`config.mk`:
```
export PLATFORM = sky130hd
export DESIGN_NAME = alu_cmd_driver
export DESIGN_NICKNAME = d
export VERILOG_FILES = /design/src/rtl/alu_cmd_pkg.sv /design/src/rtl/alu_cmd_fifo.sv /design/src/rtl/alu_cmd_driver.sv
export SDC_FILE = /design/constraint.sdc
export NUM_CORES = 1
export LEC_CHECK = 0
export ABC_CLOCK_PERIOD_IN_PS = 2000
export CORE_MARGIN = 2
export CORE_UTILIZATION = 45
export CTS_CLUSTER_SIZE = 40
export DETAILED_ROUTE_END_ITERATION = 6
export PLACE_DENSITY = 0.7
export SYNTH_ARGS = -nofsm -noshare
export SYNTH_HDL_FRONTEND = slang
export SYNTH_SLANG_ARGS = --single-unit
```
`constraint.sdc`:
```
create_clock -name clk -period 2 [get_ports clk]
set_input_delay 0.4 -clock clk [delete_from_list [all_inputs] [get_ports clk]]
set_output_delay 0.4 -clock clk [all_outputs]
set_load 0.1 [all_outputs]
```
`src/rtl/alu_cmd_pkg.sv`:
```
// alu_cmd_pkg: shared types for the ALU command driver.
//   OP_* : 3-bit ALU opcodes
//   state_t : driver FSM states
//   cmd_t : one queued command {a, b, op}
package alu_cmd_pkg;

  localparam logic [2:0] OP_ADD  = 3'd0;
  localparam logic [2:0] OP_SUB  = 3'd1;
  localparam logic [2:0] OP_MUL  = 3'd2;
  localparam logic [2:0] OP_DIV  = 3'd3;
  localparam logic [2:0] OP_AND  = 3'd4;
  localparam logic [2:0] OP_OR   = 3'd5;
  localparam logic [2:0] OP_XOR  = 3'd6;
  localparam logic [2:0] OP_NAND = 3'd7;

  typedef enum logic [1:0] {IDLE, DRIVE, HOLD} state_t;

  typedef struct packed {
    logic [3:0] a;
    logic [3:0] b;
    logic [2:0] op;
  } cmd_t;

endpackage

```
`src/rtl/alu_cmd_fifo.sv`:
```
// alu_cmd_fifo: synchronous command FIFO, DEPTH entries (power of two).
//   clk, rst_n : clock, async active-low reset (empties the FIFO)
//   push, din  : write request/data, ignored when full
//   pop, dout  : read request/head entry, ignored when empty
//   full, empty: occupancy flags
// dout is the registered head entry; a write is only visible after its
// edge, so there is no fall-through path.
module alu_cmd_fifo
  import alu_cmd_pkg::*;
#(
  parameter int DEPTH = 4
) (
  input  logic clk,
  input  logic rst_n,
  input  logic push,
  input  cmd_t din,
  input  logic pop,
  output cmd_t dout,
  output logic full,
  output logic empty
);

  localparam int AW = $clog2(DEPTH);

  cmd_t          mem [DEPTH];
  logic [AW-1:0] wr_ptr, rd_ptr;
  logic [AW:0]   count;
  logic          do_push, do_pop;

  assign do_push = push && !full;
  assign do_pop  = pop && !empty;
  assign full    = (count == (AW+1)'(DEPTH));
  assign empty   = (count == '0);
  assign dout    = mem[rd_ptr];

  // Pointers wrap naturally because DEPTH is a power of two.
  always_ff @(posedge clk or negedge rst_n) begin
    if (!rst_n) begin
      wr_ptr <= '0;
      rd_ptr <= '0;
      count  <= '0;
    end else begin
      if (do_push) wr_ptr <= wr_ptr + AW'(1);
      if (do_pop)  rd_ptr <= rd_ptr + AW'(1);
      case ({do_push, do_pop})
        2'b10:   count <= count + (AW+1)'(1);
        2'b01:   count <= count - (AW+1)'(1);
        default: count <= count;
      endcase
    end
  end

  always_ff @(posedge clk) begin
    if (do_push) mem[wr_ptr] <= din;
  end

endmodule

```
`src/rtl/alu_cmd_driver.sv`:
```
// alu_cmd_driver: queues ALU commands, drives each onto the ALU for SETTLE
// cycles, captures the result and offers it on a valid/ready port.
//   clk, rst_n                 : clock, async active-low reset
//   cmd_valid/ready, cmd_a/b/op: command input (ready = FIFO not full)
//   alu_a/b/sel, alu_y         : registered ALU operands, ALU result
//   res_valid/ready            : result handshake
//   res_y, res_op, res_dz      : captured result, its opcode, div-by-zero flag
// Build option: ALU_CMD_DRIVER_DIVZERO_EN -- DIV with b=0 is not driven onto
// the ALU and is reported as res_y=4'hF, res_dz=1. Otherwise res_dz stays 0.
module alu_cmd_driver
  import alu_cmd_pkg::*;
#(
  parameter int DEPTH  = 4,
  parameter int SETTLE = 1
) (
  input  logic       clk,
  input  logic       rst_n,
  input  logic       cmd_valid,
  output logic       cmd_ready,
  input  logic [3:0] cmd_a,
  input  logic [3:0] cmd_b,
  input  logic [2:0] cmd_op,
  output logic [3:0] alu_a,
  output logic [3:0] alu_b,
  output logic [2:0] alu_sel,
  input  logic [3:0] alu_y,
  output logic       res_valid,
  input  logic       res_ready,
  output logic [3:0] res_y,
  output logic [2:0] res_op,
  output logic       res_dz
);

  localparam int CW = (SETTLE > 1) ? $clog2(SETTLE) : 1;

  state_t        state, state_nxt;
  cmd_t          head, din;
  logic          full, empty;
  logic          pop, capture;
  logic          head_dz, dz_pend;
  logic [CW-1:0] cnt;
  logic [2:0]    cur_op;

  assign din       = '{a: cmd_a, b: cmd_b, op: cmd_op};
  assign cmd_ready = !full;
  // HOLD is entered exactly on capture and left on handshake.
  assign res_valid = (state == HOLD);

`ifdef ALU_CMD_DRIVER_DIVZERO_EN
  assign head_dz = (head.op == OP_DIV) && (head.b == 4'd0);
`else
  assign head_dz = 1'b0;
`endif

  alu_cmd_fifo #(.DEPTH(DEPTH)) u_fifo (
    .clk   (clk),
    .rst_n (rst_n),
    .push  (cmd_valid && cmd_ready),
    .din   (din),
    .pop   (pop),
    .dout  (head),
    .full  (full),
    .empty (empty)
  );

  always_ff @(posedge clk or negedge rst_n) begin
    if (!rst_n) state <= IDLE;
    else        state <= state_nxt;
  end

  always_comb begin
    state_nxt = state;
    pop       = 1'b0;
    capture   = 1'b0;
    case (state)
      IDLE: if (!empty) begin
        pop       = 1'b1;
        state_nxt = DRIVE;
      end
      DRIVE: if (cnt == '0) begin
        capture   = 1'b1;
        state_nxt = HOLD;
      end
      HOLD: if (res_ready) begin
        // Chain straight into the next command to avoid an IDLE bubble.
        if (!empty) begin
          pop       = 1'b1;
          state_nxt = DRIVE;
        end else begin
          state_nxt = IDLE;
        end
      end
      default: state_nxt = IDLE;
    endcase
  end

  always_ff @(posedge clk or negedge rst_n) begin
    if (!rst_n) begin
      alu_a   <= '0;
      alu_b   <= '0;
      alu_sel <= '0;
      cnt     <= '0;
      cur_op  <= '0;
      dz_pend <= 1'b0;
      res_y   <= '0;
      res_op  <= '0;
      res_dz  <= 1'b0;
    end else begin
      if (pop) begin
        cnt     <= CW'(SETTLE - 1);
        // The opcode is kept separately: a suppressed DIV leaves alu_sel stale.
        cur_op  <= head.op;
        dz_pend <= head_dz;
        if (!head_dz) begin
          alu_a   <= head.a;
          alu_b   <= head.b;
          alu_sel <= head.op;
        end
      end else if (state == DRIVE && cnt != '0) begin
        cnt <= cnt - CW'(1);
      end
      if (capture) begin
        res_y  <= dz_pend ? 4'hF : alu_y;
        res_op <= cur_op;
        res_dz <= dz_pend;
      end
    end
  end

endmodule

```
Word-level counts from Yosys, hierarchy flattened
Memories as Yosys holds them, arrays and structs flattened. A register that Yosys moved wholly into a read port is not among the register bits.
Cells that the tools add are included.
{"block": "totals", "ramBits": 44, "memories": 1, "register_bits": 17, "out_inout_bits": 21, "elab_cells": 48, "inputBits": 19}
{"memory": "u_fifo.mem", "depth": 4, "width": 11, "read_ports": 1, "rd_ports_with_merged_regs": 1, "write_ports": 1, "line": "alu_cmd_fifo.sv:25", "rtl": "cmd_t mem [DEPTH];"}
{"block": "op_classes", "addsub": 5, "muxes": 15, "n_reduce_logical": 12, "n_eq_ne": 8}
{"op": "2-to-1 mux 1 bit", "n": 9}
{"op": "2-to-1 mux 2 bit", "n": 3}
{"op": "one-hot mux 2 bit (3 select lines)", "n": 1}
{"op": "one-hot mux 3 bit (2 select lines)", "n": 1}
{"op": "adder 2 x 1 -> 2 bit, second input constant", "n": 2}
{"op": "equality test 2 x 1 -> 1 bit, second input constant", "n": 2}
{"op": "equality test 2 bit, second input constant", "n": 2}
{"op": "logical AND 1 bit", "n": 4}
{"op": "inequality test 2 bit, second input constant", "n": 2}
{"op": "nonzero test 2 bit", "n": 2}
{"op": "adder 3 x 1 -> 3 bit, second input constant", "n": 1}
{"op": "equality test 3 bit, second input constant", "n": 1}
{"op": "logical NOT 1 bit", "n": 3}
{"op": "logical NOT 3 bit", "n": 1}
{"op": "AND reduction 3 bit", "n": 1}
{"op": "subtractor 3 x 1 -> 3 bit, second input constant", "n": 1}
{"op": "logical NOT 2 bit", "n": 1}
{"op": "inequality test 2 x 1 -> 1 bit, second input constant", "n": 1}
{"op": "one-hot mux 1 bit (2 select lines)", "n": 1}
{"op": "subtractor 1 bit, second input constant", "n": 1}

Longest topological paths before layout
Gate-level depths: netlist (run 1).
{"block": "depth", "depth_word": 7, "ltp_mapped": 9}

Hierarchy
A second synthesis (run 1) with hierarchy kept.
{"block": "unflattened", "hier_cells": 148, "area_unflattened_um2": 2877.8}
{"mod": "alu_cmd_fifo", "area_each_um2": 2031.9, "n_inst": 1, "cells_per_inst": 94}
{"mod": "alu_cmd_driver", "area_each_um2": 845.8, "n_inst": 1, "cells_per_inst": 54}

Least setup slack after synthesis (run 1)
No wires, ideal clock.
{"block": "synth_path", "path_type": "reg2reg", "from": "reg u_fifo.count[0]", "to": "reg u_fifo.count[2]", "required_time_ns": 1.921, "path_stages_with_launch": 10, "setup_time_ns": 0.079, "n_path_buf": 0, "t_arrival_ns": 2.252, "path_slack_ns": -0.331, "synth_period_minus_slack_ns": 2.331, "cell_sequence": "dfrtp_1 > or3b_4 > and2_4 > inv_1 > ha_1 > inv_1 > fa_1 > xor2_1 > nor2_1 > xor2_1"}
{"item": "start, declared", "line": "alu_cmd_fifo.sv:27", "rtl": "logic [AW:0] count;"}
{"item": "start signal, assigned", "line": "alu_cmd_fifo.sv:46", "rtl": "2'b10: count <= count + (AW+1)'(1);"}
{"item": "start signal, assigned", "line": "alu_cmd_fifo.sv:47", "rtl": "2'b01: count <= count - (AW+1)'(1);"}
{"item": "start signal, assigned", "line": "alu_cmd_fifo.sv:48", "rtl": "default: count <= count;"}
{"item": "equality test 3 bit (*)", "line": "alu_cmd_fifo.sv:32", "rtl": "assign full = (count == (AW+1)'(DEPTH));"}
{"item": "logical NOT 1 bit (*)", "line": "alu_cmd_driver.sv:45", "rtl": "assign cmd_ready = !full;"}
{"item": "named net cmd_ready", "line": "alu_cmd_driver.sv:19", "rtl": "output logic cmd_ready,"}
{"item": "logical AND 1 bit", "line": "alu_cmd_driver.sv:58", "rtl": ".push (cmd_valid && cmd_ready),"}
{"item": "logical AND 1 bit (*)", "line": "alu_cmd_fifo.sv:30", "rtl": "assign do_push = push && !full;"}
{"item": "equality test 2 x 1 -> 1 bit or equality test 2 bit (tied branches)", "line": "alu_cmd_fifo.sv:45", "rtl": "case ({do_push, do_pop})"}
{"item": "one-hot mux 3 bit (2 select lines) or nonzero test 2 bit (tied branches)"}
Mark *: on every way through the listed nets, which the timed path passes. The rest lies on a longest branch.
A chain may end at the register's enable or synchronous reset.

Worst setup path after layout (run 1)
{"block": "layout_path", "from": "reg u_fifo.count[0]", "to": "reg u_fifo.count[2]"}
{"block": "layout_between", "elab_chain_cells": 7}
{"item": "logical NOT 3 bit", "line": "alu_cmd_fifo.sv:33", "rtl": "assign empty = (count == '0);"}
{"item": "2-to-1 mux 1 bit", "line": "alu_cmd_driver.sv:76, alu_cmd_driver.sv:86"}
{"item": "2-to-1 mux 1 bit", "line": "alu_cmd_driver.sv:84", "rtl": "HOLD: if (res_ready) begin"}
{"item": "one-hot mux 1 bit (2 select lines)", "line": "alu_cmd_driver.sv:75", "rtl": "case (state)"}
{"item": "logical AND 1 bit", "line": "alu_cmd_fifo.sv:31", "rtl": "assign do_pop = pop && !empty;"}
{"item": "equality test 2 x 1 -> 1 bit or equality test 2 bit (tied branches)", "line": "alu_cmd_fifo.sv:45"}
{"item": "one-hot mux 3 bit (2 select lines) or nonzero test 2 bit (tied branches)"}
Several ways; a longest one is shown, not always the timed one.

==> results of run 1 <==
## routing by layer
layer,vias to the layer above,global-route usage,routed length (um)
met1,741,0.183,2090
met3,14,0.0406,219
li1,667,-,-
met2,45,0.267,2550
met4,0,0.0909,127
met5,-,0,0
## sequential cells by signal, summed over array words and instances, names as in the netlist
register,count
res_y,4
res_op,3
u_fifo.count,3
alu_b,4
cnt,1
state,2
u_fifo.wr_ptr,2
u_fifo.mem,44
cur_op,3
alu_a,4
u_fifo.rd_ptr,2
## final timing paths
path                       cells past startpoint                   startpoint  slack (ns)                      endpoint
hold reg to reg                                1        res_op[0]$_DFFE_PN0P_        0.51         res_op[0]$_DFFE_PN0P_
max in group asynchronous                      2                        rst_n        1.28  u_fifo.wr_ptr[0]$_DFFE_PN0P_
setup / recovery                               9  u_fifo.count[0]$_DFFE_PN0P_        0.06   u_fifo.count[2]$_DFFE_PN0P_
hold / removal                                 2                        rst_n        0.44   u_fifo.count[1]$_DFFE_PN0P_
min in group clk                               1        res_op[0]$_DFFE_PN0P_        0.51         res_op[0]$_DFFE_PN0P_
setup reg to reg                               9  u_fifo.count[0]$_DFFE_PN0P_        0.06   u_fifo.count[2]$_DFFE_PN0P_
## cell type report
class                      instances  area, sq um
timing repair buffer              53          480
fill                             485         2630
clock inverter                     5         55.1
sequential                        72         2020
clock buffer                      11          141
multi-input combinational         62          790
inverter                           8         30.0
tap                               77         96.3
## placed cells by master, fill, tap and decap left out, types with 2 or more instances in the layout
| master | Yosys | layout |
|---|---|---|
| sky130_fd_sc_hd__mux4_2 | 10 | 10 |
| sky130_fd_sc_hd__xor2_1 | 4 | 4 |
| sky130_fd_sc_hd__buf_12 | 0 | 3 |
| sky130_fd_sc_hd__ha_1 | 5 | 4 |
| sky130_fd_sc_hd__mux2_4 | 7 | 7 |
| sky130_fd_sc_hd__clkdlybuf4s50_1 | 0 | 18 |
| sky130_fd_sc_hd__mux2_2 | 12 | 12 |
| sky130_fd_sc_hd__inv_1 | 8 | 6 |
| sky130_fd_sc_hd__nor2_1 | 2 | 2 |
| sky130_fd_sc_hd__dfrtp_1 | 28 | 28 |
| sky130_fd_sc_hd__buf_4 | 2 | 32 |
| sky130_fd_sc_hd__and3_1 | 4 | 4 |
| sky130_fd_sc_hd__edfxtp_1 | 44 | 44 |
| sky130_fd_sc_hd__inv_2 | 0 | 2 |
| sky130_fd_sc_hd__xnor2_1 | 2 | 2 |
| sky130_fd_sc_hd__clkbuf_8 | 0 | 10 |
## critical path, cell delays in order, from the launching register on
cell	delay (ns)
sky130_fd_sc_hd__dfrtp_1	0.39
sky130_fd_sc_hd__or3b_4	0.40
sky130_fd_sc_hd__and2_4	0.15
sky130_fd_sc_hd__inv_2	0.06
sky130_fd_sc_hd__ha_4	0.13
sky130_fd_sc_hd__inv_2	0.04
sky130_fd_sc_hd__fa_2	0.32
sky130_fd_sc_hd__xor2_1	0.14
sky130_fd_sc_hd__nor2_1	0.11
sky130_fd_sc_hd__xor2_1	0.14
## what timing repair did
| action | in CTS | in global routing |
|---|---|---|
| hold buffers | 0 | 0 |
| setup buffers | 0 | 1 |
| endpoints found under the setup margin | 0 | 1 |
## Yosys cell counts, drive strengths merged
| library cell | instances |
|---|---|
| and3 | 4 |
| nand2b | 1 |
| edfxtp | 44 |
| nor4b | 1 |
| buf | 4 |
| inv | 8 |
| nor3 | 2 |
| xor2 | 4 |
| dfrtp | 28 |
| xnor2 | 2 |
| nand2 | 1 |
| ha | 5 |
| mux2 | 19 |
| or3b | 1 |
| o21bai | 1 |
| nor2 | 3 |
| a21o | 1 |
| and2 | 1 |
| mux4 | 11 |
| mux2i | 1 |
| conb | 1 |
| fa | 1 |
| nor2b | 2 |
## stage by stage
step | utilization | TNS [ns] | std cells | area, sq um
after floorplan | - | -0.262 | 146 | 2870
after global placement | 0.547 | -0.168 | 271 | 3410
after detailed placement | 0.547 | -0.262 | 271 | 3410
after CTS | 0.578 | 0 | 287 | 3610
after global routing | 0.579 | -0.0354 | 288 | 3610
final | 0.579 | 0 | 288 | 3610
## cells by family (layout without fill, tap and decap cells)
family / after synthesis / count (layout) / synth area share
adders and majority gates: 6 / 6 / 0.0289
buffers and inverters: 12 / 77 / 0.0215
DFF: 72 / 72 / 0.708
other: 1 / 1 / 0.00131
muxes: 31 / 31 / 0.176
AOI/OAI and AO/OA: 2 / 2 / 0.00526
xor gates and xnor gates: 6 / 6 / 0.0184
and+or+nand+nor: 16 / 16 / 0.0408
==> metrics.md, run 1 <==
| Metric | Value |
|---|---|
| Max-cap violation count | `0` |
| Top cells by area in the synthesized netlist | `sky130_fd_sc_hd__edfxtp_1 (46%), sky130_fd_sc_hd__dfrtp_1 (25%), sky130_fd_sc_hd__mux4_2 (7.9%), sky130_fd_sc_hd__mux2_2 (4.7%), sky130_fd_sc_hd__mux2_4 (3.7%)` |
| Number of register bits inferred by synthesis | `between 70 and 80` |
| Die footprint | `7000 sq um` |
| DR pass1 iterations | `4` |
| Clock tree from TritonCTS | `yes` |
| Clock insertion delay at the later pin of the skew report | `0.34 ns` |
| Worst Tran Pin Value | `0.563 ns` |
| Kind of start point of the critical path | `register` |
| Port-buffer cells | `38` |
| Antenna cells | `0` |
| Area overhead of the layout relative to synthesis | `26.6%` |
| Unrepaired setup endpoints after global routing | `true` |
| Total congestion overflow after global routing | `0` |
| Vias in the first global route | `about 1600` |
| Nature of the critical path endpoint | `register` |
| Row count | `29` |
| Synth area leader | `sky130_fd_sc_hd__edfxtp_1` |
| Final hold slack | `0.437 ns` |
| Final GP Congestion | `slightly above 0.8` |
| Clock buffer count from CTS | `9` |
| Number of setup violations in the final report | `0` |
| Overall routed net length | `between 4000 and 5000 um` |
| Initial core utilization | `0.457` |
| Number of antenna-violating nets in the routed design | `0` |
| First-pass GRT wire length | `8140 um` |
| Worst Slack Setup Final | `0.0590 ns` |
| Post-route clock period utilization | `0.971` |
| DRC viols | `0` |
| Proportion of layout cells with a drive suffix above 1 | `0.417` |
| Detailed placement HPWL | `3330 um` |
| Nets@finish | `231` |
| Critical path class | `reg2reg` |
| Cell at the root of the clock tree | `sky130_fd_sc_hd__clkbuf_8` |
| Ports | `40` |
| Min Clock Period, post-route | `slightly below 2 ns` |
| Die width | `83.7 um` |
| Count of clock tree sinks | `72` |
| Synthesized net count | `171` |
| Worst Path Required | `2.26 ns` |
| Peak fanout along the critical path | `2` |
| Fraction of synthesized cell area taken by the top area cell type | `0.463` |
| Die extent in y | `83.7 um` |
| Post-CTS Resized | `0` |
| Syn Inst Count | `146` |
| Cell variety after synth | `29` |
| Number of hold-slack violations in the final timing report | `0` |
| Min-Delay Path Class | `in2async` |
| Synthesis warning total | `0` |
| Mean post-synth cell area | `19.6 sq um` |
| Sequential element share of the synthesized area | `0.708` |
| Result of the run | `complete, no violations` |
| Largest net degree at the start of global routing | `29` |
| Synthesized cell area | `2860 sq um` |
| Place WS | `-0.190 ns` |
| Clock skew after layout | `between 0.007 and 0.008 ns` |
| FMAX | `between 0.5 and 0.6 GHz` |
| Number of vias per cell | `5.09` |
| Slew Limit Headroom | `0.625` |
| Placeable core region | `between 6000 and 7000 sq um` |
| Arrival time of data at the critical path endpoint | `2.20 ns` |
| Final max-slew violation count | `0` |
| Post-detailed-route wirelength per cell | `17.3 um` |
| Maximum buffer depth of the clock tree | `2` |
| Clock H-tree levels | `3` |
| Initial antenna violation count | `0` |
| Global Route Usage Sum | `0.158` |
| Count of vias placed by the detailed router | `1467` |
| Clock transition at the registers of the reported paths | `around 0.08 ns` |
| Initial DRC Count | `80` |
Power of run 1 is not shown: default switching activity piles up to over one toggle a cycle in this logic, so the estimate is an artifact.
==> run 2: changes to the inputs <==
Settings changed: CORE_UTILIZATION 45 to 48, PLACE_DENSITY 0.7 to 0.74, RECOVER_POWER set to 50.
==> run 2 against run 1 <==
  * Count of clock-buffer cells in the layout is the same
  * Wire length is 4.8% lower
  * Utilization increased by 3.1 points
  * Largest cell class unchanged
  * Non-clock buffer count did not move
  * Global-route usage is 1.4 points higher
  * Setup slack worse by 0.041 ns
  * Die area shrank 6.0%
  * First-iteration DRC count rose by 15%
  * Cell count is 0.69% lower
  * Fmax fell by 2.1%
==> metrics.md, run 2 (same netlist as run 1, synthesis figures left out) <==
| Metric | Value |
|---|---|
| First-pass GRT wire length | `roughly 8000 um` |
| Number of setup violations in the final report | `0` |
| Worst Path Required | `approximately 2.3 ns` |
| Min-Delay Path Class | `reg2reg` |
| Clock tree from TritonCTS | `yes` |
| Clock H-tree levels | `3` |
| Placeable core region | `5850 sq um` |
| Worst Path Buf+Inv | `2` |
| Port-buffer cells | `38` |
| Clock buffer count from CTS | `9` |
| Post-detailed-route wirelength per cell | `about 17 um` |
| Unrepaired setup endpoints after global routing | `true` |
| Die width | `81.1 um` |
| Final max-slew violation count | `0` |
| Slowest stage delay, CP | `0.40 ns` |
| Largest register FFs | `44` |
| List of cells traversed by the critical path | `or3b_4 > and2_4 > inv_2 > ha_4 > inv_2 > fa_2 > xor2_1 > nor2_1 > xor2_1` |
| Nets@finish | `231` |
| Arrival time of data at the critical path endpoint | `2.24 ns` |
| Maximum buffer depth of the clock tree | `2` |
| Initial core utilization | `0.488` |
| Largest delay contributor family on the critical path | `simple AND/OR/NAND/NOR gates` |
| Number of fill cells in the layout | `421` |
| Kind of start point of the critical path | `register` |
| Max-cap violation count | `0` |
| Critical path class | `reg2reg` |
| Largest net degree at the start of global routing | `29` |
| Finished Cell Area | `3570 sq um` |
| FMAX | `0.505 GHz` |
| Most common library cell in the layout ignoring fill and taps | `sky130_fd_sc_hd__edfxtp_1` |
| Clock skew after layout | `approximately 0.0078 ns` |
| Clock insertion delay at the later pin of the skew report | `0.33 ns` |
| Cell at the root of the clock tree | `sky130_fd_sc_hd__clkbuf_8` |
| Result of the run | `complete, no violations` |
| Row count | `28` |
| Area occupied by multi-input gates | `787 sq um` |
| Overall routed net length | `4750 um` |
| Slew Limit Headroom | `0.540` |
| Global Route Usage Sum | `0.172` |
| Top library cells by usage in the layout, fill and taps aside | `sky130_fd_sc_hd__edfxtp_1 (44), sky130_fd_sc_hd__dfrtp_1 (28), sky130_fd_sc_hd__buf_4 (24), sky130_fd_sc_hd__mux2_2 (12), sky130_fd_sc_hd__dlygate4sd3_1 (12)` |
| Sequential cell area | `roughly 2000 sq um` |
| Count of clock tree sinks | `72` |
| DR pass1 iterations | `4` |
| Initial antenna violation count | `0` |
| Vias in the first global route | `1583` |
| Proportion of layout cells with a drive suffix above 1 | `0.403` |
| Detailed placement HPWL | `3270 um` |
| Number of antenna-violating nets in the routed design | `0` |
| Area overhead of the layout relative to synthesis | `25.1%` |
| DRC viols | `0` |
| Final GP Congestion | `between 0.7 and 0.8` |
| Register with the most flip-flops | `u_fifo.mem` |
| Final cell count without fillers | `286` |
| Clock transition at the registers of the reported paths | `0.07 ns` |
| Post-route clock period utilization | `0.991` |
| Worst-path cell with the longest stage delay | `sky130_fd_sc_hd__or3b_4` |
| Worst Tran Pin Value | `about 0.69 ns` |
| Total congestion overflow after global routing | `0` |
| Min Clock Period, post-route | `1.98 ns` |
| Number of vias per cell | `5.08` |
| Number of hold-slack violations in the final timing report | `0` |
| Count of vias placed by the detailed router | `1452` |
| Peak fanout along the critical path | `2` |
| Cell Area, Placed | `3410 sq um` |
| Nature of the critical path endpoint | `register` |
| Antenna cells | `0` |
| Ports | `40` |
| Post-placement cell count | `269` |
| Die extent in y | `81.1 um` |
| Die footprint | `6580 sq um` |
| Initial DRC Count | `92` |
[run 2: cell count changes in the layout (fill, tap and decap cells not counted)]
cell / change
sky130_fd_sc_hd__buf_4: -8
sky130_fd_sc_hd__clkbuf_1: +1
sky130_fd_sc_hd__clkbuf_2: +8
sky130_fd_sc_hd__clkbuf_8: -1
sky130_fd_sc_hd__clkdlybuf4s50_1: -12
sky130_fd_sc_hd__clkinv_1: +1
sky130_fd_sc_hd__clkinv_2: +1
sky130_fd_sc_hd__clkinvlp_4: -1
sky130_fd_sc_hd__dlygate4sd3_1: +12
sky130_fd_sc_hd__inv_6: -1
sky130_fd_sc_hd__nor2_1: +1
sky130_fd_sc_hd__nor2_2: -1
[run 2: final cells by class]
type | count | area share
repair buffers | 53 | 0.129
flip-flops and latches | 72 | 0.566
clock buffers | 11 | 0.0368
well taps | 75 | 0.0263
inverters | 8 | 0.00841
clock inverters | 5 | 0.0133
multi-input cells | 62 | 0.220
[run 2: worst paths after layout]
path | start | to | slack (ns) | cells after the start
hold / removal | res_y[1]$_DFFE_PN0P_ | res_y[1]$_DFFE_PN0P_ | 0.51 | 1
hold reg to reg | res_y[1]$_DFFE_PN0P_ | res_y[1]$_DFFE_PN0P_ | 0.51 | 1
min in group asynchronous | rst_n | cur_op[1]$_DFFE_PN0P_ | 0.64 | 2
setup reg to reg | u_fifo.count[0]$_DFFE_PN0P_ | u_fifo.count[2]$_DFFE_PN0P_ | 0.02 | 9
setup / recovery | u_fifo.count[0]$_DFFE_PN0P_ | u_fifo.count[2]$_DFFE_PN0P_ | 0.02 | 9
max in group asynchronous | rst_n | alu_a[1]$_DFFE_PN0P_ | 0.91 | 2
[run 2: per-stage QoR]
stage / TNS, ns / setup WS (ns) / hold WS (ns) / utilization
floorplan: -0.262 / -0.185 / 0.104 / -
global placement: -0.139 / -0.125 / 0.491 / 0.583
detailed placement: -0.265 / -0.206 / 0.498 / 0.583
CTS: 0 / 0.0107 / 0.456 / 0.614
global route: -0.0869 / -0.0869 / 0.526 / 0.611
finish: 0 / 0.0180 / 0.508 / 0.611
[run 2: per-layer routing]
metal,routed length (um),track usage,vias up,part of all wire
met4,76,0.0915,0,0.016
li1,-,-,662,-
met3,260,0.0378,9,0.055
met2,2490,0.289,47,0.52
met5,0,0,-,0
met1,1930,0.209,734,0.41
[run 2: repair_timing]
| item | 4_1_cts | 5_1_grt |
|---|---|---|
| resized for setup | 0 | 0 |
| setup endpoints to repair | 1 | 1 |
| pin swaps | 1 | 0 |
| hold buffers | 0 | 0 |
| buffers inserted | 1 | 0 |
Power of run 2 is left out for the same reason.
==> run 3: changes to the inputs <==
Settings changed: ABC_CLOCK_PERIOD_IN_PS 2000 to 2400, CORE_UTILIZATION 48 to 58, PLACE_DENSITY 0.74 to 0.84.
Clock period 2 ns to 2.4 ns, I/O delays scaled along.
==> run 3 against run 2 <==
  * Non-clock buffer count down 8
  * First-iteration DRC count shrank 26%
  * Register-to-register slack improved by 0.10 ns
  * Setup slack better by 0.10 ns
  * Fmax decreased by 13%
  * Sequential share of layout area up 1.6 points
  * Count of clock-buffer cells in the layout increased by 1
  * Worst hold slack improved by 0.00077 ns
  * Global-route usage increased by 2.6 points
  * Cell count decreased by 5.6%
  * Critical path depth is the same
  * Largest cell class unchanged
  * Highest routed layer unchanged
==> metrics.md, run 3 (same netlist as run 1, synthesis figures left out) <==
| Metric | Value |
|---|---|
| Result of the run | `complete, no violations` |
| Area occupied by multi-input gates | `769 sq um` |
| Clock transition at the registers of the reported paths | `0.07 ns` |
| Number of antenna-violating nets in the routed design | `0` |
| Post-CTS Resized | `0` |
| Clock skew after layout | `0.00673 ns` |
| Detailed placement HPWL | `3130 um` |
| Final GP Congestion | `0.804` |
| DR pass1 iterations | `4` |
| Top library cells by usage in the layout, fill and taps aside | `sky130_fd_sc_hd__edfxtp_1 (44), sky130_fd_sc_hd__dfrtp_1 (27), sky130_fd_sc_hd__buf_4 (24), sky130_fd_sc_hd__dlygate4sd3_1 (13), sky130_fd_sc_hd__mux2_2 (12)` |
| Most common library cell in the layout ignoring fill and taps | `sky130_fd_sc_hd__edfxtp_1` |
| Row count | `25` |
| Initial antenna violation count | `0` |
| Min Clock Period, post-route | `2.28 ns` |
| Register with the most flip-flops | `u_fifo.mem` |
| Count of clock tree sinks | `72` |
| Worst Path Required | `between 2 and 3 ns` |
| Proportion of layout cells with a drive suffix above 1 | `0.355` |
| DRC viols | `0` |
| Clock buffer count from CTS | `9` |
| Slew Limit Headroom | `0.225` |
| Ports | `40` |
| Worst Tran Pin Value | `1.17 ns` |
| Number of vias per cell | `5.29` |
| Number of fill cells in the layout | `279` |
| Number of setup violations in the final report | `0` |
| Final max-slew violation count | `0` |
| Clock tree from TritonCTS | `yes` |
| Die footprint | `roughly 5500 sq um` |
| Arrival time of data at the critical path endpoint | `between 2 and 3 ns` |
| Number of hold-slack violations in the final timing report | `0` |
| Area overhead of the layout relative to synthesis | `21.8%` |
| Placeable core region | `~4700 sq um` |
| Port-buffer cells | `38` |
| Critical path class | `reg2reg` |
| Post-CTS Setup Inserts | `0` |
| Max-cap violation count | `0` |
| FMAX | `about 0.44 GHz` |
| Cell Area, Placed | `3290 sq um` |
| Clock H-tree levels | `3` |
| Die width | `74.2 um` |
| Initial core utilization | `0.605` |
| Vias in the first global route | `1496` |
| Count of vias placed by the detailed router | `1428` |
| Global Route Usage Sum | `0.198` |
| Final hold slack | `0.509 ns` |
| Kind of start point of the critical path | `register` |
| Cell at the root of the clock tree | `sky130_fd_sc_hd__clkbuf_8` |
| Die extent in y | `roughly 74 um` |
| Antenna cells | `0` |
| Overall routed net length | `4860 um` |
| Peak fanout along the critical path | `6` |
| Min-Delay Path Class | `reg2reg` |
| Unrepaired setup endpoints after global routing | `false` |
| First-pass GRT wire length | `around 7500 um` |
| Finished Cell Area | `around 3500 sq um` |
| Clock insertion delay at the later pin of the skew report | `0.34 ns` |
| Largest net degree at the start of global routing | `29` |
| Post-route clock period utilization | `0.950` |
| Hold buffer count at cts | `0` |
| Maximum buffer depth of the clock tree | `2` |
| Nature of the critical path endpoint | `register` |
| Sequential cell area | `2020 sq um` |
| Initial DRC Count | `68` |
| Nets@finish | `223` |
| Post-detailed-route wirelength per cell | `18.0 um` |
| Largest register FFs | `44` |
| Total congestion overflow after global routing | `0` |
## run 3: worst paths after layout
kind                       slack (ns)  depth (start not counted)                        start                          end
max reg2reg                      0.12                          9  u_fifo.count[0]$_DFFE_PN0P_  u_fifo.count[2]$_DFFE_PN0P_
max in group asynchronous        1.51                          2                        rst_n  u_fifo.count[0]$_DFFE_PN0P_
min reg2reg                      0.51                          1         res_y[2]$_DFFE_PN0P_         res_y[2]$_DFFE_PN0P_
min in group asynchronous        0.61                          2                        rst_n         res_y[2]$_DFFE_PN0P_
max                              0.12                          9  u_fifo.count[0]$_DFFE_PN0P_  u_fifo.count[2]$_DFFE_PN0P_
min                              0.51                          1         res_y[2]$_DFFE_PN0P_         res_y[2]$_DFFE_PN0P_
## run 3: critical path, stage by stage, from the launching register on
cell and delay (ns):
sky130_fd_sc_hd__dfrtp_2 0.44, sky130_fd_sc_hd__or3b_4 0.41, sky130_fd_sc_hd__and2_4 0.19, sky130_fd_sc_hd__inv_1 0.05, sky130_fd_sc_hd__ha_1 0.17, sky130_fd_sc_hd__inv_1 0.07, sky130_fd_sc_hd__fa_1 0.44, sky130_fd_sc_hd__xor2_1 0.16
sky130_fd_sc_hd__nor2_1 0.11, sky130_fd_sc_hd__xor2_1 0.15
## run 3: per-layer routing
metal | part of all wire | vias up | GRT usage | routed length (um)
li1 | - | 648 | - | -
met1 | 0.42 | 733 | 0.232 | 2030
met2 | 0.51 | 38 | 0.320 | 2470
met3 | 0.050 | 9 | 0.0678 | 241
met4 | 0.024 | 0 | 0.117 | 118
met5 | 0 | - | 0 | 0
## run 3: layout make-up
type / count / share of cell area
repair buffers: 45 / 0.107
multi-input cells: 62 / 0.221
clock inverters: 4 / 0.0126
well taps: 67 / 0.0241
clock buffers: 12 / 0.0446
inverters: 8 / 0.00864
flip-flops and latches: 72 / 0.582
## run 3: through the flow
step	utilization	TNS, ns	cells	setup WS (ns)
finish	0.736	0	270	0.121
global route	0.736	0	270	0.00866
CTS	0.739	0	270	0.103
detailed placement	0.697	-0.0191	254	-0.0191
global placement	0.697	0	254	0.0609
floorplan	-	0	146	0.0693
Power of run 3 is left out for the same reason.
==> variant: new RTL, flow settings as in run 2 <==
`DEPTH` is set to 4 in 2 places; all go to 8.
--- a/src/rtl/alu_cmd_fifo.sv
+++ b/src/rtl/alu_cmd_fifo.sv
@@ -9,5 +9,5 @@
   import alu_cmd_pkg::*;
 #(
-  parameter int DEPTH = 4
+  parameter int DEPTH = 8
 ) (
   input  logic clk,
--- a/src/rtl/alu_cmd_driver.sv
+++ b/src/rtl/alu_cmd_driver.sv
@@ -11,5 +11,5 @@
   import alu_cmd_pkg::*;
 #(
-  parameter int DEPTH  = 4,
+  parameter int DEPTH  = 8,
   parameter int SETTLE = 1
 ) (
Function: changed (Yosys sat finds a counterexample within 10 cycles, from zero or initial values and one cycle with rst_n low).
==> variant against run 2 <==
Sequential share of layout area down 0.34 points. Via count grew 69%. Clock skew rose by 0.0026 ns. Count of clock-buffer cells in the layout increased by 6. Routed wire length rose by 82%. Final area up 70%. Setup slack gained 0.057 ns. Critical path depth is 1 higher. Sequential cell count increased by 47. Area after synthesis is 63% higher. Critical path type unchanged. Highest routed layer unchanged.
==> variant: results <==
set metrics [dict create \
    period_share 0.962 \
    postCtsSetupRepairBufs 0 \
    yosys-top-cells-count "88 x edfxtp_1, 31 x dfrtp_1, 22 x mux4_2" \
    run_status "completed" \
    synth_edf_count 88 \
    top_layer_used "met4" \
    clk_latency_ns 0.51 \
    synth_xor_xnor_area_share 0.0169 \
    hold_path.class "in2async" \
    synth_compound_area_frac 0.0255 \
    syn_inst 245 \
    met1_usage 0.226 \
    vias_per_cell 5.21 \
    hpwl_um 5610 \
    synth.distinct_cells 33 \
    wl_um 8630 \
    async_reset_ff_frac 0.261 \
    critPathArrivalTime_ns 2.36 \
    fin_skew_ns 0.0104 \
    globalRouteTotalUtil 0.183 \
    critPathMaxFanout 3 \
    layout.cells.non_filler 470 \
    h-tree-depth 4 \
    whs_ns 0.494 \
    clk_path_buf_depth 2 \
    syn_nets 269 \
    met3WireLength_um 395 \
    slowest_stage "dfrtp_1" \
    place_inst 438 \
    grt_pass1_wl_um 13500 \
    numCtsBuffers 17 \
    cts-resized-gates 1 \
    pre_cts_slack_ns -0.336 \
    dpl_cell_area_um2 5470 \
    synthAdderAreaFrac 0.0134 \
    grt_max_degree 32 \
    final_layout_size_suffix_gt1_frac 0.387 \
    gr-usage-met3 0.0515 \
    synth_area_leaders "edfxtp_1 57%, dfrtp_1 17%, mux4_2 11%" \
    routabilityCongestion 0.755 \
    grt_use_met2 0.306 \
    drt-initial-drc-count 125 \
    finalNetCount 352 \
    r2r_cells 10 \
    worst_slew_margin_rel 0.499 \
    wl_met1_um 3690 \
    grt_pass1_vias 2516 \
    largest_reg_flops 88 \
    dr_wl_met2_um 4450 \
    rrSetupSlack_ns 0.08 \
    seq_area_frac_synth 0.733 \
    synth.area.mux_share 0.154 \
]
variant: cell types whose count changed in the layout (fill, tap and decap cells not counted), moves of 4 or more:
cell       delta
inv_6         +7
inv_1         -4
buf_4        +26
a21oi_1      +11
clkbuf_8      -8
mux2i_1      +10
clkbuf_16    +16
mux2_4        -7
clkbuf_2      -7
nor2_1       +14
edfxtp_1     +44
mux4_2       +12
and3_1        -4
variant: power by group:
group          leakage (nW)  switching [mW]  total, mW  internal, mW
Sequential             1.15           0.354       3.62          3.27
Combinational         0.799            2.87       4.55          1.68
Clock                 0.287            1.12       3.05          1.93
variant: final cells by class:
class,instances,area [µm²]
Fill cell,624,3250
Sequential cell,119,3420
Tap cell,129,161
Timing Repair Buffer,73,632
Inverter,3,11.3
Clock inverter,15,191
Clock buffer,17,414
Multi-Input combinational cell,114,1250
